==> src/rtl/pipe_ctrl_pkg.sv <==
// pipe_ctrl_pkg: shared enums for the pipeline controller (forward select, memory FSM state)
package pipe_ctrl_pkg;
    typedef enum logic [1:0] {FWD_RF = 2'b00, FWD_M = 2'b01, FWD_W = 2'b10} fwd_sel_t;
    typedef enum logic [1:0] {MS_IDLE = 2'b00, MS_WAIT = 2'b01, MS_ABORT = 2'b10} mem_state_t;
endpackage

==> src/rtl/pipe_ctrl_hazard_cmp.sv <==
// hazard_cmp: per-operand execute forward select and decode RAW matches; register 0 never matches
module hazard_cmp
    import pipe_ctrl_pkg::*;
#(
    parameter int REG_AW = 5,
    parameter bit FWD_EN = 1'b0
) (
    input  logic [REG_AW-1:0] i_e_src,
    input  logic [REG_AW-1:0] i_d_src,
    input  logic              i_d_use,
    input  logic [REG_AW-1:0] i_e_wa,
    input  logic              i_e_we,
    input  logic [REG_AW-1:0] i_m_wa,
    input  logic              i_m_we,
    input  logic [REG_AW-1:0] i_w_wa,
    input  logic              i_w_we,
    output fwd_sel_t          o_fwd,
    output logic              o_hit_e,
    output logic              o_hit_m
);
    logic w_e_src_nz;
    logic w_d_src_ok;

    assign w_e_src_nz = i_e_src != '0;
    assign w_d_src_ok = i_d_use && i_d_src != '0;
    assign o_fwd = (!FWD_EN || !w_e_src_nz) ? FWD_RF
                 : (i_m_we && i_m_wa == i_e_src) ? FWD_M
                 : (i_w_we && i_w_wa == i_e_src) ? FWD_W
                 : FWD_RF;
    assign o_hit_e = w_d_src_ok && i_e_we && i_e_wa == i_d_src;
    assign o_hit_m = w_d_src_ok && i_m_we && i_m_wa == i_d_src;
endmodule

==> src/rtl/pipe_ctrl.sv <==
// pipe_ctrl: hazard detection, operand forwarding, data-memory wait/abort and fetch flush control.
// Define PIPE_CTRL_FWD_EN to build with execute forwarding (load-use stalls only);
// without it, operands always come from the regfile and any E/M RAW hazard stalls decode.
module pipe_ctrl
    import pipe_ctrl_pkg::*;
#(
    parameter int REG_AW      = 5,
    parameter int MEM_TIMEOUT = 15,
    parameter int CNT_W       = 16
) (
    input  logic              clk,
    input  logic              reset,
    input  logic [REG_AW-1:0] d_rs,
    input  logic [REG_AW-1:0] d_rt,
    input  logic              d_use_rs,
    input  logic              d_use_rt,
    input  logic [REG_AW-1:0] e_rs,
    input  logic [REG_AW-1:0] e_rt,
    input  logic [REG_AW-1:0] e_wa,
    input  logic              e_we,
    input  logic              e_is_load,
    input  logic [REG_AW-1:0] m_wa,
    input  logic              m_we,
    input  logic [REG_AW-1:0] w_wa,
    input  logic              w_we,
    input  logic              d_redirect,
    input  logic              m_mem_req,
    input  logic              dmem_ready,
    output logic              stall_f,
    output logic              stall_d,
    output logic              stall_e,
    output logic              stall_m,
    output logic              bubble_e,
    output logic              flush_d,
    output logic [1:0]        fwd_a,
    output logic [1:0]        fwd_b,
    output logic              mem_err,
    output logic [CNT_W-1:0]  stall_cnt
);
`ifdef PIPE_CTRL_FWD_EN
    localparam bit L_FWD_EN = 1'b1;
`else
    localparam bit L_FWD_EN = 1'b0;
`endif
    localparam int WC_W = $clog2(MEM_TIMEOUT + 1);

    mem_state_t       r_state;
    logic [WC_W-1:0]  r_wait_cnt;
    logic             r_mem_err;
    logic             r_pend;
    logic [CNT_W-1:0] r_stall_cnt;
    fwd_sel_t         w_fwd_a, w_fwd_b;
    logic             w_hit_e_a, w_hit_e_b, w_hit_m_a, w_hit_m_b;
    logic             w_load_use, w_raw, w_abort, w_mem_stall, w_hazard, w_stall_d, w_timeout;

    hazard_cmp #(.REG_AW(REG_AW), .FWD_EN(L_FWD_EN)) u_cmp_a (
        .i_e_src(e_rs), .i_d_src(d_rs), .i_d_use(d_use_rs),
        .i_e_wa(e_wa), .i_e_we(e_we), .i_m_wa(m_wa), .i_m_we(m_we),
        .i_w_wa(w_wa), .i_w_we(w_we),
        .o_fwd(w_fwd_a), .o_hit_e(w_hit_e_a), .o_hit_m(w_hit_m_a)
    );

    hazard_cmp #(.REG_AW(REG_AW), .FWD_EN(L_FWD_EN)) u_cmp_b (
        .i_e_src(e_rt), .i_d_src(d_rt), .i_d_use(d_use_rt),
        .i_e_wa(e_wa), .i_e_we(e_we), .i_m_wa(m_wa), .i_m_we(m_we),
        .i_w_wa(w_wa), .i_w_we(w_we),
        .o_fwd(w_fwd_b), .o_hit_e(w_hit_e_b), .o_hit_m(w_hit_m_b)
    );

    assign w_load_use  = e_is_load && (w_hit_e_a || w_hit_e_b);
    assign w_raw       = w_hit_e_a || w_hit_e_b || w_hit_m_a || w_hit_m_b;
    assign w_abort     = r_state == MS_ABORT;
    assign w_mem_stall = (r_state == MS_IDLE && m_mem_req && !dmem_ready) ||
                         (r_state == MS_WAIT && !dmem_ready);
    assign w_hazard    = !w_abort && (L_FWD_EN ? w_load_use : w_raw);
    assign w_stall_d   = w_mem_stall || w_hazard;
    assign w_timeout   = r_wait_cnt == WC_W'(MEM_TIMEOUT - 1);

    assign stall_f   = w_stall_d;
    assign stall_d   = w_stall_d;
    assign stall_e   = w_mem_stall;
    assign stall_m   = w_mem_stall;
    assign bubble_e  = w_hazard && !w_mem_stall;
    assign flush_d   = (d_redirect || r_pend) && !w_stall_d;
    assign fwd_a     = w_fwd_a;
    assign fwd_b     = w_fwd_b;
    assign mem_err   = r_mem_err;
    assign stall_cnt = r_stall_cnt;

    // Memory wait FSM: counts WAIT cycles and aborts with a one-cycle error pulse on timeout
    always_ff @(posedge clk) begin
        if (reset) begin
            r_state    <= MS_IDLE;
            r_wait_cnt <= '0;
            r_mem_err  <= 1'b0;
        end else begin
            r_mem_err <= 1'b0;
            case (r_state)
                MS_IDLE: begin
                    if (m_mem_req && !dmem_ready) begin
                        r_state    <= MS_WAIT;
                        r_wait_cnt <= '0;
                    end
                end
                MS_WAIT: begin
                    if (dmem_ready) begin
                        r_state <= MS_IDLE;
                    end else if (w_timeout) begin
                        r_state   <= MS_ABORT;
                        r_mem_err <= 1'b1;
                    end else begin
                        r_wait_cnt <= r_wait_cnt + 1'b1;
                    end
                end
                default: r_state <= MS_IDLE;
            endcase
        end
    end

    // Hold a redirect seen under a stall until the first free cycle; count stalled fetch cycles, saturating
    always_ff @(posedge clk) begin
        if (reset) begin
            r_pend      <= 1'b0;
            r_stall_cnt <= '0;
        end else begin
            r_pend <= (d_redirect || r_pend) && w_stall_d;
            if (w_stall_d && r_stall_cnt != '1) r_stall_cnt <= r_stall_cnt + 1'b1;
        end
    end
endmodule

==> config.mk <==
export PLATFORM = sky130hd
export DESIGN_NAME = pipe_ctrl
export DESIGN_NICKNAME = d
export VERILOG_FILES = /design/src/rtl/pipe_ctrl_pkg.sv /design/src/rtl/pipe_ctrl_hazard_cmp.sv /design/src/rtl/pipe_ctrl.sv
export SDC_FILE = /design/constraint.sdc
export NUM_CORES = 1
export LEC_CHECK = 0
export ABC_AREA = 0
export ABC_CLOCK_PERIOD_IN_PS = 4200
export BUFFER_PORTS_ARGS = -buffer_cell sky130_fd_sc_hd__clkbuf_2
export CORE_MARGIN = 1.5
export CORE_UTILIZATION = 50
export CTS_CLUSTER_DIAMETER = 120
export DETAILED_ROUTE_END_ITERATION = 7
export PLACE_DENSITY = 0.85
export RECOVER_POWER = 50
export SLEW_MARGIN = 20
export SYNTH_ARGS = -nofsm -noshare
export SYNTH_HDL_FRONTEND = slang
export SYNTH_SLANG_ARGS = --single-unit
==> constraint.sdc <==
create_clock -name clk -period 4.2 [get_ports clk]
set_clock_uncertainty 0.05 [all_clocks]
set_input_delay 0.63 -clock clk [delete_from_list [all_inputs] [get_ports clk]]
set_output_delay 0.63 -clock clk [all_outputs]
set_load 0.05 [all_outputs]
Yosys cells after proc, flatten, opt, wreduce, memory -nomap -nowiden
Index checks and enable logic that the tools add are counted.
{ "totals": {"output_inout_bits": 27, "romBits": 0, "mem_bits_rw": 0, "latchBits": 0, "elab_cells": 65, "n_memories": 0, "register_bits": 24, "in_bits": 46} }
{ "classes": {"reduce_logical": 36, "n_shift": 0, "order_cmp": 0, "n_mux": 9, "mul": 0, "div": 0, "bitwise": 1, "n_eq_ne": 12, "addsub": 2} }
{ "ops": {"columns": ["operator", "count"], "rows": [
  ["$eq 5x5->1", 4],
  ["$logic_and 1x1->1", 19],
  ["$add 16x1->16 const B", 1],
  ["$ne 16x16->1 const B", 1],
  ["$mux 4", 3],
  ["$reduce_bool 5->1", 2],
  ["$pmux 4 s2", 1],
  ["$logic_or 1x1->1", 6],
  ["$mux 2", 3],
  ["$add 4x1->4 const B", 1],
  ["$eq 4x4->1 const B", 1],
  ["$logic_not 1->1", 4],
  ["$ne 2x2->1 const B", 2],
  ["$pmux 2 s2", 1],
  ["$reduce_and 4->1", 1],
  ["$ne 3x3->1 const B", 1],
  ["$reduce_or 3->1", 1],
  ["$eq 2x1->1 const B", 1],
  ["$eq 2x2->1 const B", 1],
  ["$logic_not 2->1", 1],
  ["$ne 2x1->1 const B", 1],
  ["$reduce_and 2->1", 1],
  ["$reduce_bool 2->1", 1],
  ["$mux 1", 1],
  ["$not 1->1", 1]
]} }

Depth between registers and ports, before layout
Gate-level depths: netlist (run 1).
{ "depth": {"depth_word": 11, "ltp_mapped": 9, "depth_no_buf": 7} }

By module
From an unflattened synthesis (run 1), not the netlist that was laid out.
{ "hier_totals": {"cells_unflattened": 194, "hier_area_um2": 1577.8} }
{ "modules_own_cells": {"columns": ["mod", "cells_per_inst", "seq_area_each_um2", "area_each_um2", "instances"], "rows": [
  ["pipe_ctrl", 152, 480.5, 1272.5, 1],
  ["hazard_cmp", 21, 0.0, 152.6, 2]
]} }

Worst setup path before layout (run 1)
Ideal clock, no wire load.
{ "synth_path": {"kind": "in2out", "startpoint": "input port d_rs[0]", "endpoint": "output port flush_d", "path_buffers": 1, "required_time_ns": 3.520, "slack_ns": 0.607, "path_stages": 6, "arrival_time_ns": 2.913, "path_cell_list": "or4_1 > o21a_1 > a221oi_4 > buf_6 > inv_1 > nor2_1"} }
{ "synth_via": {"elab_chain_cells": 11, "elab_cells_between_ends": 15, "classes_between": "2 x eq/ne; 13 x reduce/logical"} }
{ "synth_rtl": {"columns": ["item", "line", "source"], "rows": [
  ["start, declared", "pipe_ctrl.sv:13", "input logic [REG_AW-1:0] d_rs,"],
  ["$reduce_bool 5->1", "pipe_ctrl_hazard_cmp.sv:25", "assign w_d_src_ok = i_d_use && i_d_src != '0;"],
  ["$logic_and 1x1->1", "pipe_ctrl_hazard_cmp.sv:25", null],
  ["$logic_and 1x1->1 (2 in series)", "pipe_ctrl_hazard_cmp.sv:30", "assign o_hit_e = w_d_src_ok && i_e_we && i_e_wa == i_d_src;"],
  ["$logic_or 1x1->1", "pipe_ctrl.sv:71", "assign w_raw = w_hit_e_a || w_hit_e_b || w_hit_m_a || w_hit_m_b;"],
  ["$logic_or 1x1->1 * (2 in series)", "pipe_ctrl.sv:71", null],
  ["$logic_and 1x1->1 *", "pipe_ctrl.sv:75", "assign w_hazard = !w_abort && (L_FWD_EN ? w_load_use : w_raw);"],
  ["$logic_or 1x1->1 *", "pipe_ctrl.sv:76", "assign w_stall_d = w_mem_stall || w_hazard;"],
  ["named net stall_d", "pipe_ctrl.sv:30", "output logic stall_d,"],
  ["$logic_not 1->1 *", "pipe_ctrl.sv:84", "assign flush_d = (d_redirect || r_pend) && !w_stall_d;"],
  ["$logic_and 1x1->1 *", "pipe_ctrl.sv:84", null],
  ["end, declared", "pipe_ctrl.sv:34", "output logic flush_d,"]
]} }
The timed path passes the listed nets; every way through them passes the cells marked *.

Worst setup path after layout (run 1)
{ "layout_path": {"startpoint": "input port d_rt[0]", "endpoint": "output port flush_d"} }
{ "layout_via": {"elab_chain_cells": 11, "elab_cells_between_ends": 15, "classes_between": "2 x eq/ne; 13 x reduce/logical"} }
{ "layout_rtl": {"columns": ["item", "line", "source"], "rows": [
  ["start, declared", "pipe_ctrl.sv:14", "input logic [REG_AW-1:0] d_rt,"],
  ["$reduce_bool 5->1", "pipe_ctrl_hazard_cmp.sv:25", null],
  ["$logic_and 1x1->1", "pipe_ctrl_hazard_cmp.sv:25", null],
  ["$logic_and 1x1->1 (2 in series)", "pipe_ctrl_hazard_cmp.sv:30", null],
  ["$logic_or 1x1->1 (2 in series)", "pipe_ctrl.sv:71", null],
  ["$logic_or 1x1->1 *", "pipe_ctrl.sv:71", null],
  ["$logic_and 1x1->1 *", "pipe_ctrl.sv:75", null],
  ["$logic_or 1x1->1 *", "pipe_ctrl.sv:76", null],
  ["$logic_not 1->1 *", "pipe_ctrl.sv:84", null],
  ["$logic_and 1x1->1 *", "pipe_ctrl.sv:84", null]
]} }
Mark *: on every way between the ends. The rest lies on a longest branch, timed or not.

==> summary.md, run 1 <==
| Metric | Value |
|---|---|
| Crit path cell chain | `clkbuf_2 > or4_1 > o21a_1 > a221oi_4 > inv_1 > nor2_1 > clkbuf_2` |
| RSZ-0062 raised after global routing | `false` |
| Post-Syn Instances | `between 150 and 200` |
| Largest net degree at the start of global routing | `29` |
| Post-synthesis cell area | `0.00154 sq mm` |
| Worst-skew pair later-pin latency | `approximately 0.32 ns` |
| Arrival time at the worst endpoint | `about 2.3 ns` |
| Total of max-cap violations | `0` |
| # rows | `19` |
| DPL Wire Length | `roughly 2.5 mm` |
| Cell mode on critical path | `clkbuf_2` |
| Setup bufs post-CTS | `0` |
| Layout Nets | `between 200 and 300` |
| Die ar. | `0.00343 sq mm` |
| Critical path capture point type | `output pin` |
| Top post-synthesis cells by count | `dfxtp_1, xnor2_1, nor2_1, a21oi_1, nand3_1` |
| Detailed Routing Iterations Pass 1 | `4` |
| Period utilisation layout | `0.718` |
| Vias in the first global route | `1,241` |
| Period minus WS final | `slightly above 3 ns` |
| Post-CTS Hold Fix Bufs | `0` |
| Post-synthesis mux area share | `0.0406` |
| Pint | `319 uW` |
| Sequential area share after synthesis | `0.311` |
| TritonCTS clock tree | `done` |
| Sink Count | `24` |
| First-pass GRT wire length | `between 5 and 6 mm` |
| Post-Synth Adder-Cell Area | `0.0243` |
| Synth Area in Compound Gates | `0.140` |
| Multi-input gate area | `973 sq um` |
| Least-Margin Pin Slew | `roughly 1.2 ns` |
| Worst Setup Start Kind | `input pin` |
| WS Path Type | `input pin to output pin` |
| GRT overflow | `0` |
| Num CTS Buffers | `3` |
| IO Pins | `between 70 and 80` |
| Clock Power Share | `0.265` |
| Maximum fanout along the worst path | `5` |
| Avg Cell Area, Syn | `approximately 8.5 sq um` |
| Final hold vios | `0` |
| Max Slew Vio Count | `0` |
| Final wirelength | `between 3 and 4 mm` |
| CP peak stage delay | `~0.55 ns` |
| Die width | `roughly 59 um` |
| Sw frac | `0.303` |
| Setup TNS | `0 ns` |
| CTS Buffer Depth | `2` |
| Post-Synth XOR/XNOR Area | `0.125` |
| Peak supply drop | `0.000128 V` |
| CTS resizes | `0` |
| Leakage | `roughly 0.64 nW` |
| Total track usage | `0.196` |
| Status | `completed` |
| Setup violators final | `0` |
| IO buf count | `51` |
| Worst min-delay path class | `flip-flop to flip-flop` |
| Slowest CP cell | `or4_1` |
| Sequential group share of total power | `0.510` |
| Drt initial violations | `just under 70` |
| Core Util, Final | `0.626` |
| DIE HEIGHT | `just under 60 um` |
| ANT cells | `0` |
| DRC violations left | `0` |
| Yosys warning total | `0` |
| Synth cell types | `41` |
| Register area | `between 400 and 500 sq um` |
| Placer Congestion | `roughly 0.82` |
| Initial antenna violation count | `0` |
| Fillers | `between 200 and 300` |
| Worst slew margin | `0.229` |
| Synthesis-stage register bit count | `24` |
| Main combinational cell family by area after synthesis | `simple AND/OR/NAND/NOR gates` |
| Number of flops mapped to enable cells by yosys | `0` |
| CTS clk-pin slew, worst paths | `between 0.1 and 0.15 ns` |
| Async set-reset flop share out of synthesis | `0` |
| DR vias | `~1,500` |
| Biggest area consumer among synthesized cells | `dfxtp_1` |
| Most numerous cell in the Yosys netlist | `dfxtp_1` |
| Core area | `0.00285 sq mm` |
| Synth Flop Type | `dfxtp_1` |
| Net switching power | `between 100 and 150 uW` |
| Synth area leaders | `dfxtp_1, xnor2_1, a21oi_1` |
| Post-synthesis simple-gate area fraction | `0.291` |
| H-tree depth | `1` |
| Share of post-route cells with drive strength above 1 | `0.219` |
| Starting Density | `0.541` |
| WL/cell | `approximately 13 um` |
| Required @ worst endpoint | `around 3.5 ns` |
| Share of the synthesized area in the top cell type | `0.311` |
| Via-per-instance ratio | `5.67` |
| Max Fclk | `between 300 and 400 MHz` |
| Cell Pwr Density | `between 200 and 300 mW/mm^2` |
| CTS root buf | `clkbuf_4` |
| Final ANT Viol Nets | `0` |
| Comb power frac | `0.225` |
| Area grow syn2layout | `15.7%` |
metal layers:
| metal | share of wire | wire length (um) | track usage | vias up |
|---|---|---|---|---|
| li1 | - | - | - | 753 |
| met1 | 0.48 | 1570 | 0.268 | 665 |
| met2 | 0.44 | 1440 | 0.315 | 45 |
| met3 | 0.058 | 189 | 0.0264 | 5 |
| met4 | 0.014 | 46 | 0.0698 | 0 |
| met5 | 0 | 0 | 0 | - |
logic make-up after synthesis:
kind of cell    after synthesis
simple gates                 80
compound gates               31
flops                        24
xor+xnor                     22
buf+inv                      15
mux                           5
fa+ha+maj                     3
other cells                   1
placed cells by master (no fill, tap or decap), types with 2 or more instances in the layout:
cell and count:
mux2_4 2, xnor2_1 20, nor4b_1 2, and3_1 3, xor2_1 2, clkbuf_1 17, buf_4 2, ha_1 3
o21a_1 3, dfxtp_1 24, mux2_2 2, o31ai_1 6, or4_1 8, a21oi_1 12, nor2b_1 4, conb_1 4
inv_1 2, nand4_1 7, clkbuf_4 3, nor2_1 15, or3_1 4, o21ai_1 3, nor3_1 6, nand3_1 12
nor4_1 2, clkbuf_2 34, nand2_1 11, o22ai_1 2, nor4_2 2
path summary, 6_finish.rpt:
check                                   from            to  slack, ns  depth (start not counted)
worst min register to register  stall_cnt[9]  stall_cnt[9]       0.46                          2
worst max register to register  stall_cnt[3]  stall_cnt[6]       1.85                          7
worst min-delay path            stall_cnt[9]  stall_cnt[9]       0.46                          2
worst max-delay path                 d_rt[0]       flush_d       1.18                          7
power by group through the flow:
| stage | Combinational, mW | Sequential, mW | Clock [mW] |
|---|---|---|---|
| floorplan | 0.0753 | 0.243 | 0 |
| global placement | 0.102 | 0.238 | 0 |
| detailed placement | 0.103 | 0.238 | 0 |
| CTS | 0.104 | 0.233 | 0.125 |
| global route | 0.111 | 0.234 | 0.136 |
| finish | 0.103 | 0.233 | 0.122 |
state kept, by name, indices dropped and copies added (netlist names):
signal and count:
r_state 2, r_pend 1, stall_cnt 16, mem_err 1, r_wait_cnt 4
worst max-delay path, delay by kind of cell:
| kind | cells | cell delay, ns |
|---|---|---|
| buf+inv | 3 | 0.53 |
| compound gates | 2 | 0.49 |
| simple gates | 2 | 0.68 |
area by class of cell:
cell class | count | share of cell area
tap | 31 | 0.0217
sequential | 24 | 0.269
timing repair buffer | 53 | 0.139
inverter | 2 | 0.00420
clock buffer | 4 | 0.0203
multi-input combinational | 145 | 0.545
per-stage QoR:
step / power (mW) / area (sq um) / instances / hold slack (ns) / setup slack [ns]
after global routing: 0.482 / 1790 / 259 / 0.495 / 1.08
after CTS: 0.462 / 1810 / 259 / 0.460 / 1.17
after detailed placement: 0.342 / 1770 / 255 / 0.443 / 1.18
final: 0.458 / 1790 / 259 / 0.458 / 1.18
after floorplan: 0.318 / 1550 / 184 / 0.415 / 0.607
after global placement: 0.340 / 1770 / 255 / 0.430 / 1.20
No activity file was read; power rests on OpenSTA's default activity.
==> run 2, diff against run 1 <==
--- a/config.mk
+++ b/config.mk
@@ -5,14 +5,14 @@
 export SDC_FILE = /design/constraint.sdc
 export NUM_CORES = 1
 export LEC_CHECK = 0
-export ABC_AREA = 0
-export ABC_CLOCK_PERIOD_IN_PS = 4200
+export ABC_AREA = 1
+export ABC_CLOCK_PERIOD_IN_PS = 2900
 export BUFFER_PORTS_ARGS = -buffer_cell sky130_fd_sc_hd__clkbuf_2
 export CORE_MARGIN = 1.5
-export CORE_UTILIZATION = 50
+export CORE_UTILIZATION = 48
 export CTS_CLUSTER_DIAMETER = 120
 export DETAILED_ROUTE_END_ITERATION = 7
-export PLACE_DENSITY = 0.85
+export PLACE_DENSITY = 0.8
 export RECOVER_POWER = 50
 export SLEW_MARGIN = 20
 export SYNTH_ARGS = -nofsm -noshare
==> constraint.sdc (replaced) <==
create_clock -name clk -period 2.9 [get_ports clk]
set_clock_uncertainty 0.05 [all_clocks]
set_input_delay 0.435 -clock clk [delete_from_list [all_inputs] [get_ports clk]]
set_output_delay 0.435 -clock clk [all_outputs]
set_load 0.05 [all_outputs]
==> summary.md, run 2 <==
| Metric | Value |
|---|---|
| Status | `completed` |
| Post-Syn Instances | `between 200 and 300` |
| Worst Setup Start Kind | `input pin` |
| ANT cells | `0` |
| Instance area at placement | `between 0.0015 and 0.002 sq mm` |
| First-pass GRT wire length | `between 6 and 7 mm` |
| Design area | `a little under 0.002 sq mm` |
| Least-Margin Pin Slew | `between 0.5 and 0.6 ns` |
| Via-per-instance ratio | `~4.6` |
| Sequential group share of total power | `0.514` |
| Yosys warning total | `0` |
| Drt initial violations | `72` |
| H-tree depth | `1` |
| CTS resizes | `0` |
| Total of max-cap violations | `0` |
| TritonCTS clock tree | `done` |
| Reg-to-reg endpoint | `stall_cnt[13]` |
| Final wirelength | `roughly 3.5 mm` |
| Max Slew Vio Count | `0` |
| WS Path Type | `input pin to output pin` |
| Setup violators final | `0` |
| Comb power frac | `0.268` |
| Core Util, Final | `0.575` |
| Arrival time at the worst endpoint | `between 1.5 and 2 ns` |
| Post-synthesis cell area | `between 0.0015 and 0.002 sq mm` |
| Die width | `around 63 um` |
| Synth Flop Type | `dfxtp_1` |
| Synth cell types | `28` |
| Worst-skew pair later-pin latency | `between 0.3 and 0.4 ns` |
| Max Fclk | `approximately 440 MHz` |
| Core area | `around 0.0034 sq mm` |
| Max reg flops | `16` |
| Starting Density | `0.505` |
| Critical path capture point type | `output pin` |
| Worst min-delay path class | `input pin to flip-flop` |
| Sink Count | `24` |
| GRT overflow | `0` |
| End of the worst hold path | `r_state[0]` |
| WL/cell | `approximately 9.5 um` |
| Final hold slack | `0.267 ns` |
| Sw frac | `0.340` |
| Synth area leaders | `dfxtp_1, nand2_1, nor2_1` |
| Fillers | `341` |
| Maximum fanout along the worst path | `19` |
| Async set-reset flop share out of synthesis | `0` |
| Cell Pwr Density | `342 mW/mm^2` |
| Pwr Total | `666 uW` |
| IO buf count | `51` |
| Worst slew margin | `0.603` |
| Net switching power | `about 230 uW` |
| Num CTS Buffers | `3` |
| Die ar. | `about 0.004 sq mm` |
| Synthesis-stage register bit count | `24` |
| Biggest area consumer among synthesized cells | `dfxtp_1` |
| # rows | `21` |
| Total track usage | `0.198` |
| Placer Congestion | `between 0.7 and 0.8` |
| Largest net degree at the start of global routing | `21` |
| Most numerous cell in the Yosys netlist | `nand2_1` |
| Final hold vios | `0` |
| Reg2Reg Depth | `12` |
| CTS root buf | `clkbuf_4` |
| Clock Power Share | `0.218` |
| Number of flops mapped to enable cells by yosys | `0` |
| Share of post-route cells with drive strength above 1 | `0.164` |
| DIE HEIGHT | `62.7 um` |
| CTS clk-pin slew, worst paths | `about 0.12 ns` |
| Top post-synthesis cells by count | `nand2_1, nor2_1, inv_1, nand3_1, dfxtp_1` |
| IO Pins | `73` |
| Peak supply drop | `~0.00028 V` |
| Area grow syn2layout | `13.9%` |
| Crit Reg-Reg Startpoint | `stall_cnt[0]` |
| Vias in the first global route | `~1,600` |
| Required @ worst endpoint | `between 2 and 2.5 ns` |
| Period minus WS final | `around 2.2 ns` |
| Detailed Routing Iterations Pass 1 | `4` |
| Hold Path Origin | `reset` |
| DR vias | `roughly 1,700` |
| Pint | `approximately 440 uW` |
| CTS Buffer Depth | `2` |
| DRC violations left | `0` |
| Setup TNS | `0 ns` |
| Hold path cells | `2` |
| Final ANT Viol Nets | `0` |
| Leakage | `slightly above 1 nW` |
| Layout Nets | `375` |
| DPL Wire Length | `around 2.8 mm` |
| Avg Cell Area, Syn | `6.16 sq um` |
| Period utilisation layout | `0.776` |
| Flop-to-flop setup slack | `between 0.8 and 0.9 ns` |
| Commonest cells after routing, fill and taps aside | `nand2_1, nor2_1, clkbuf_2` |
| Sequential area share after synthesis | `0.281` |
| RSZ-0062 raised after global routing | `false` |
| Setup bufs post-CTS | `0` |
| Initial antenna violation count | `0` |
| Share of the synthesized area in the top cell type | `0.281` |
| Post-CTS Hold Fix Bufs | `0` |
| Most common cell after layout, fill and taps aside | `nand2_1` |
## run 2: through the flow
stage / std cells / setup slack (ns)
floorplan: 281 / 0.481
global placement: 367 / 0.648
detailed placement: 367 / 0.631
CTS: 370 / 0.626
global route: 370 / 0.437
finish: 370 / 0.650
## run 2: layout make-up
cell class / count / area, sq um / area share
flip-flops and latches: 24 / 480 / 0.246
multi-input cells: 206 / 998 / 0.512
well taps: 46 / 57.6 / 0.0295
repair buffers: 52 / 244 / 0.125
clock buffers: 3 / 22.5 / 0.0116
inverters: 39 / 146 / 0.0751
## run 2: how the worst max path moves through the flow
stage,startpoint,end,slack (ns),depth (start not counted)
6_report,d_rs[3],flush_d,0.65,13
3_3_place_gp,d_rs[3],flush_d,0.65,13
4_1_cts,d_rs[3],flush_d,0.63,13
2_1_floorplan,d_rs[3],flush_d,0.48,12
3_5_place_dp,d_rs[3],flush_d,0.63,13
5_1_grt,d_rs[0],flush_d,0.44,13
## run 2: metal layers
| metal | vias up | global-route usage | part of all wire |
|---|---|---|---|
| li1 | 941 | - | - |
| met4 | 0 | 0.0333 | 0.0046 |
| met3 | 2 | 0.0432 | 0.055 |
| met2 | 39 | 0.366 | 0.47 |
| met1 | 732 | 0.238 | 0.47 |
| met5 | - | 0 | 0 |
## run 2: cells by family after synthesis
family	share of synthesized area
adder cells (fa/ha/maj)	0.0219
AO/OA/AOI/OAI	0.0526
XOR/XNOR	0.0716
buffers and inverters	0.143
AND/OR/NAND/NOR	0.428
other	0.00219
flip-flops	0.281
## run 2: power by group through the flow
stage	clock network (mW)	logic [mW]	registers [mW]
global route	0.166	0.198	0.343
global placement	0	0.177	0.349
CTS	0.151	0.180	0.343
floorplan	0	0.129	0.360
finish	0.145	0.178	0.342
detailed placement	0	0.179	0.350
## run 2: worst max-delay path, stage by stage
cell and delay [ns]:
clkbuf_2 0.11, nor2_1 0.13, nand3_1 0.08, nand2_1 0.06, inv_1 0.05, nand2_1 0.06, nor2_1 0.04, nor2_1 0.09
nand2_1 0.07, nand2_2 0.09, nand2_4 0.15, nor2_1 0.12, clkbuf_2 0.28
==> run 3, diff against run 2 <==
--- a/config.mk
+++ b/config.mk
@@ -5,14 +5,14 @@
 export SDC_FILE = /design/constraint.sdc
 export NUM_CORES = 1
 export LEC_CHECK = 0
-export ABC_AREA = 1
-export ABC_CLOCK_PERIOD_IN_PS = 2900
+export ABC_AREA = 0
+export ABC_CLOCK_PERIOD_IN_PS = 1800
 export BUFFER_PORTS_ARGS = -buffer_cell sky130_fd_sc_hd__clkbuf_2
 export CORE_MARGIN = 1.5
-export CORE_UTILIZATION = 48
+export CORE_UTILIZATION = 42
 export CTS_CLUSTER_DIAMETER = 120
 export DETAILED_ROUTE_END_ITERATION = 7
-export PLACE_DENSITY = 0.8
+export PLACE_DENSITY = 0.76
 export RECOVER_POWER = 50
 export SLEW_MARGIN = 20
 export SYNTH_ARGS = -nofsm -noshare
==> constraint.sdc (replaced) <==
create_clock -name clk -period 1.8 [get_ports clk]
set_clock_uncertainty 0.05 [all_clocks]
set_input_delay 0.27 -clock clk [delete_from_list [all_inputs] [get_ports clk]]
set_output_delay 0.27 -clock clk [all_outputs]
set_load 0.05 [all_outputs]
==> summary.md, run 3 (synthesis gave the netlist of run 1 again) <==
| Metric | Value |
|---|---|
| DRC violations left | `0` |
| Net switching power | `~360 uW` |
| Sequential group share of total power | `0.440` |
| Vias in the first global route | `about 1,500` |
| Worst min-delay path class | `input pin to flip-flop` |
| Most common cell after layout, fill and taps aside | `buf_4` |
| IO buf count | `just over 50` |
| Drt initial violations | `48` |
| Multi-input gate area | `0.00103 sq mm` |
| DIE HEIGHT | `63.6 um` |
| Total track usage | `0.191` |
| Period utilisation layout | `1.18` |
| Non-filler cells, final | `roughly 300` |
| Required @ worst endpoint | `about 1.5 ns` |
| Worst Setup Start Kind | `input pin` |
| Crit Reg-Reg Startpoint | `r_state[0]` |
| Worst-skew pair later-pin latency | `between 0.2 and 0.3 ns` |
| Worst slew margin | `0.604` |
| Total of max-cap violations | `0` |
| Pwr Total | `1.23 mW` |
| Max reg flops | `16` |
| Max Slew Vio Count | `0` |
| Area grow syn2layout | `43.3%` |
| Reg-to-reg endpoint | `stall_cnt[8]` |
| Comb power frac | `0.255` |
| Peak supply drop | `0.000318 V` |
| CP Launch Point | `d_rs[0]` |
| H-tree depth | `1` |
| CTS root buf | `clkbuf_8` |
| Critical path capture point type | `output pin` |
| Share of post-route cells with drive strength above 1 | `0.419` |
| Failing checks | `negative setup slack` |
| PnR worst setup slack | `-0.317 ns` |
| Setup violators final | `20` |
| Final wirelength | `3.69 mm` |
| Least-Margin Pin Slew | `around 0.60 ns` |
| ANT cells | `0` |
| Via-per-instance ratio | `roughly 5.2` |
| Fillers | `309` |
| Sink Count | `24` |
| Core area | `0.00344 sq mm` |
| Flop-to-flop setup slack | `-0.19 ns` |
| # rows | `21` |
| Arrival time at the worst endpoint | `approximately 1.8 ns` |
| Commonest cells after routing, fill and taps aside | `buf_4, clkbuf_2, xnor2_1` |
| Critical path endpoint | `flush_d` |
| Register area | `498 sq um` |
| First-pass GRT wire length | `roughly 6.4 mm` |
| Starting Density | `0.448` |
| Initial antenna violation count | `0` |
| WL/cell | `about 12 um` |
| Die width | `approximately 64 um` |
| Cell Pwr Density | `between 500 and 600 mW/mm^2` |
| Detailed Routing Iterations Pass 1 | `4` |
| DPL Wire Length | `2.85 mm` |
| Leakage | `0.861 nW` |
| Inst Count DP | `300` |
| CTS Buffer Depth | `2` |
| CTS clk-pin slew, worst paths | `0.09 ns` |
| Max Fclk | `roughly 470 MHz` |
| DR vias | `roughly 1,600` |
| Maximum fanout along the worst path | `5` |
| Placer Congestion | `just under 0.8` |
| Status | `finished, violations left` |
| WS Path Type | `input pin to output pin` |
| Die ar. | `between 0.004 and 0.005 sq mm` |
| Reg2Reg Depth | `8` |
| TritonCTS clock tree | `done` |
| Num CTS Buffers | `3` |
| Pint | `roughly 870 uW` |
| RSZ-0062 raised after global routing | `true` |
| Final hold vios | `0` |
| Period minus WS final | `2.12 ns` |
| Final ANT Viol Nets | `0` |
| Core Util, Final | `0.642` |
| Layout Nets | `a little over 300` |
| Clock Power Share | `0.305` |
| IO Pins | `between 70 and 80` |
| Sw frac | `0.294` |
| GRT overflow | `0` |
| Largest net degree at the start of global routing | `17` |
[run 3: changes by cell type in the layout (fill, tap and decap cells not counted), sizes merged, moves of 5 or more]
cell   previous run  this run
o31ai             0         6
nand4             2         7
nand2            71        11
xnor2             7        20
nand3            25        12
buf               1        39
nor2             56        15
or4               0         8
xor2              7         2
inv              38         2
[run 3: layout make-up]
cell class                      count  area share
Clock buffer                        4      0.0249
Multi-Input combinational cell    145       0.467
Sequential cell                    24       0.225
Inverter                            2     0.00340
Tap cell                           46      0.0260
Timing Repair Buffer               85       0.253
[run 3: worst min path at each step]
| stage | cells after the start | slack (ns) | end | startpoint |
|---|---|---|---|---|
| detailed placement | 2 | 0.45 | r_wait_cnt[1] | r_wait_cnt[1] |
| global route | 3 | 0.29 | r_pend | d_redirect |
| CTS | 3 | 0.27 | r_pend | d_redirect |
| floorplan | 2 | 0.42 | r_wait_cnt[1] | r_wait_cnt[1] |
| global placement | 2 | 0.43 | r_wait_cnt[1] | r_wait_cnt[1] |
| finish | 3 | 0.26 | r_pend | d_redirect |
[run 3: power by group through the flow]
| stage | sequential (mW) | clock (mW) | combinational [mW] |
|---|---|---|---|
| final | 0.540 | 0.374 | 0.313 |
| after global routing | 0.542 | 0.402 | 0.337 |
| after CTS | 0.541 | 0.379 | 0.300 |
| after detailed placement | 0.553 | 0 | 0.288 |
| after global placement | 0.553 | 0 | 0.285 |
| after floorplan | 0.567 | 0 | 0.183 |
[run 3: per-stage QoR]
| stage | TNS, ns | setup WS [ns] | instance area (sq um) | hold slack, ns |
|---|---|---|---|---|
| 5_1_grt | -4.97 | -0.373 | 2210 | 0.293 |
| 2_1_floorplan | -5.26 | -0.703 | 1610 | 0.415 |
| 3_3_place_gp | -6.86 | -0.441 | 2080 | 0.435 |
| 3_5_place_dp | -6.91 | -0.448 | 2080 | 0.450 |
| 6_report | -2.98 | -0.317 | 2210 | 0.262 |
| 4_1_cts | -2.90 | -0.304 | 2180 | 0.271 |
[run 3: what timing repair did]
item,CTS,global route
hold buffers,0,0
resized for setup,12,15
pin swaps,4,1
endpoints found under the setup margin,20,23
buffers inserted,0,2
[run 3: routing by layer]
layer | up-vias | share of wire | global-route usage
met2 | 37 | 0.48 | 0.320
li1 | 808 | - | -
met3 | 2 | 0.042 | 0.0357
met4 | 0 | 0.0073 | 0.0543
met5 | - | 0 | 0
met1 | 732 | 0.47 | 0.249
[run 3: worst max-delay path, cell delays in order]
cell      delay (ns)
buf_8           0.09
or4_1           0.51
o21a_1          0.24
a221oi_4        0.29
inv_2           0.13
nor2_4          0.11
buf_8           0.15
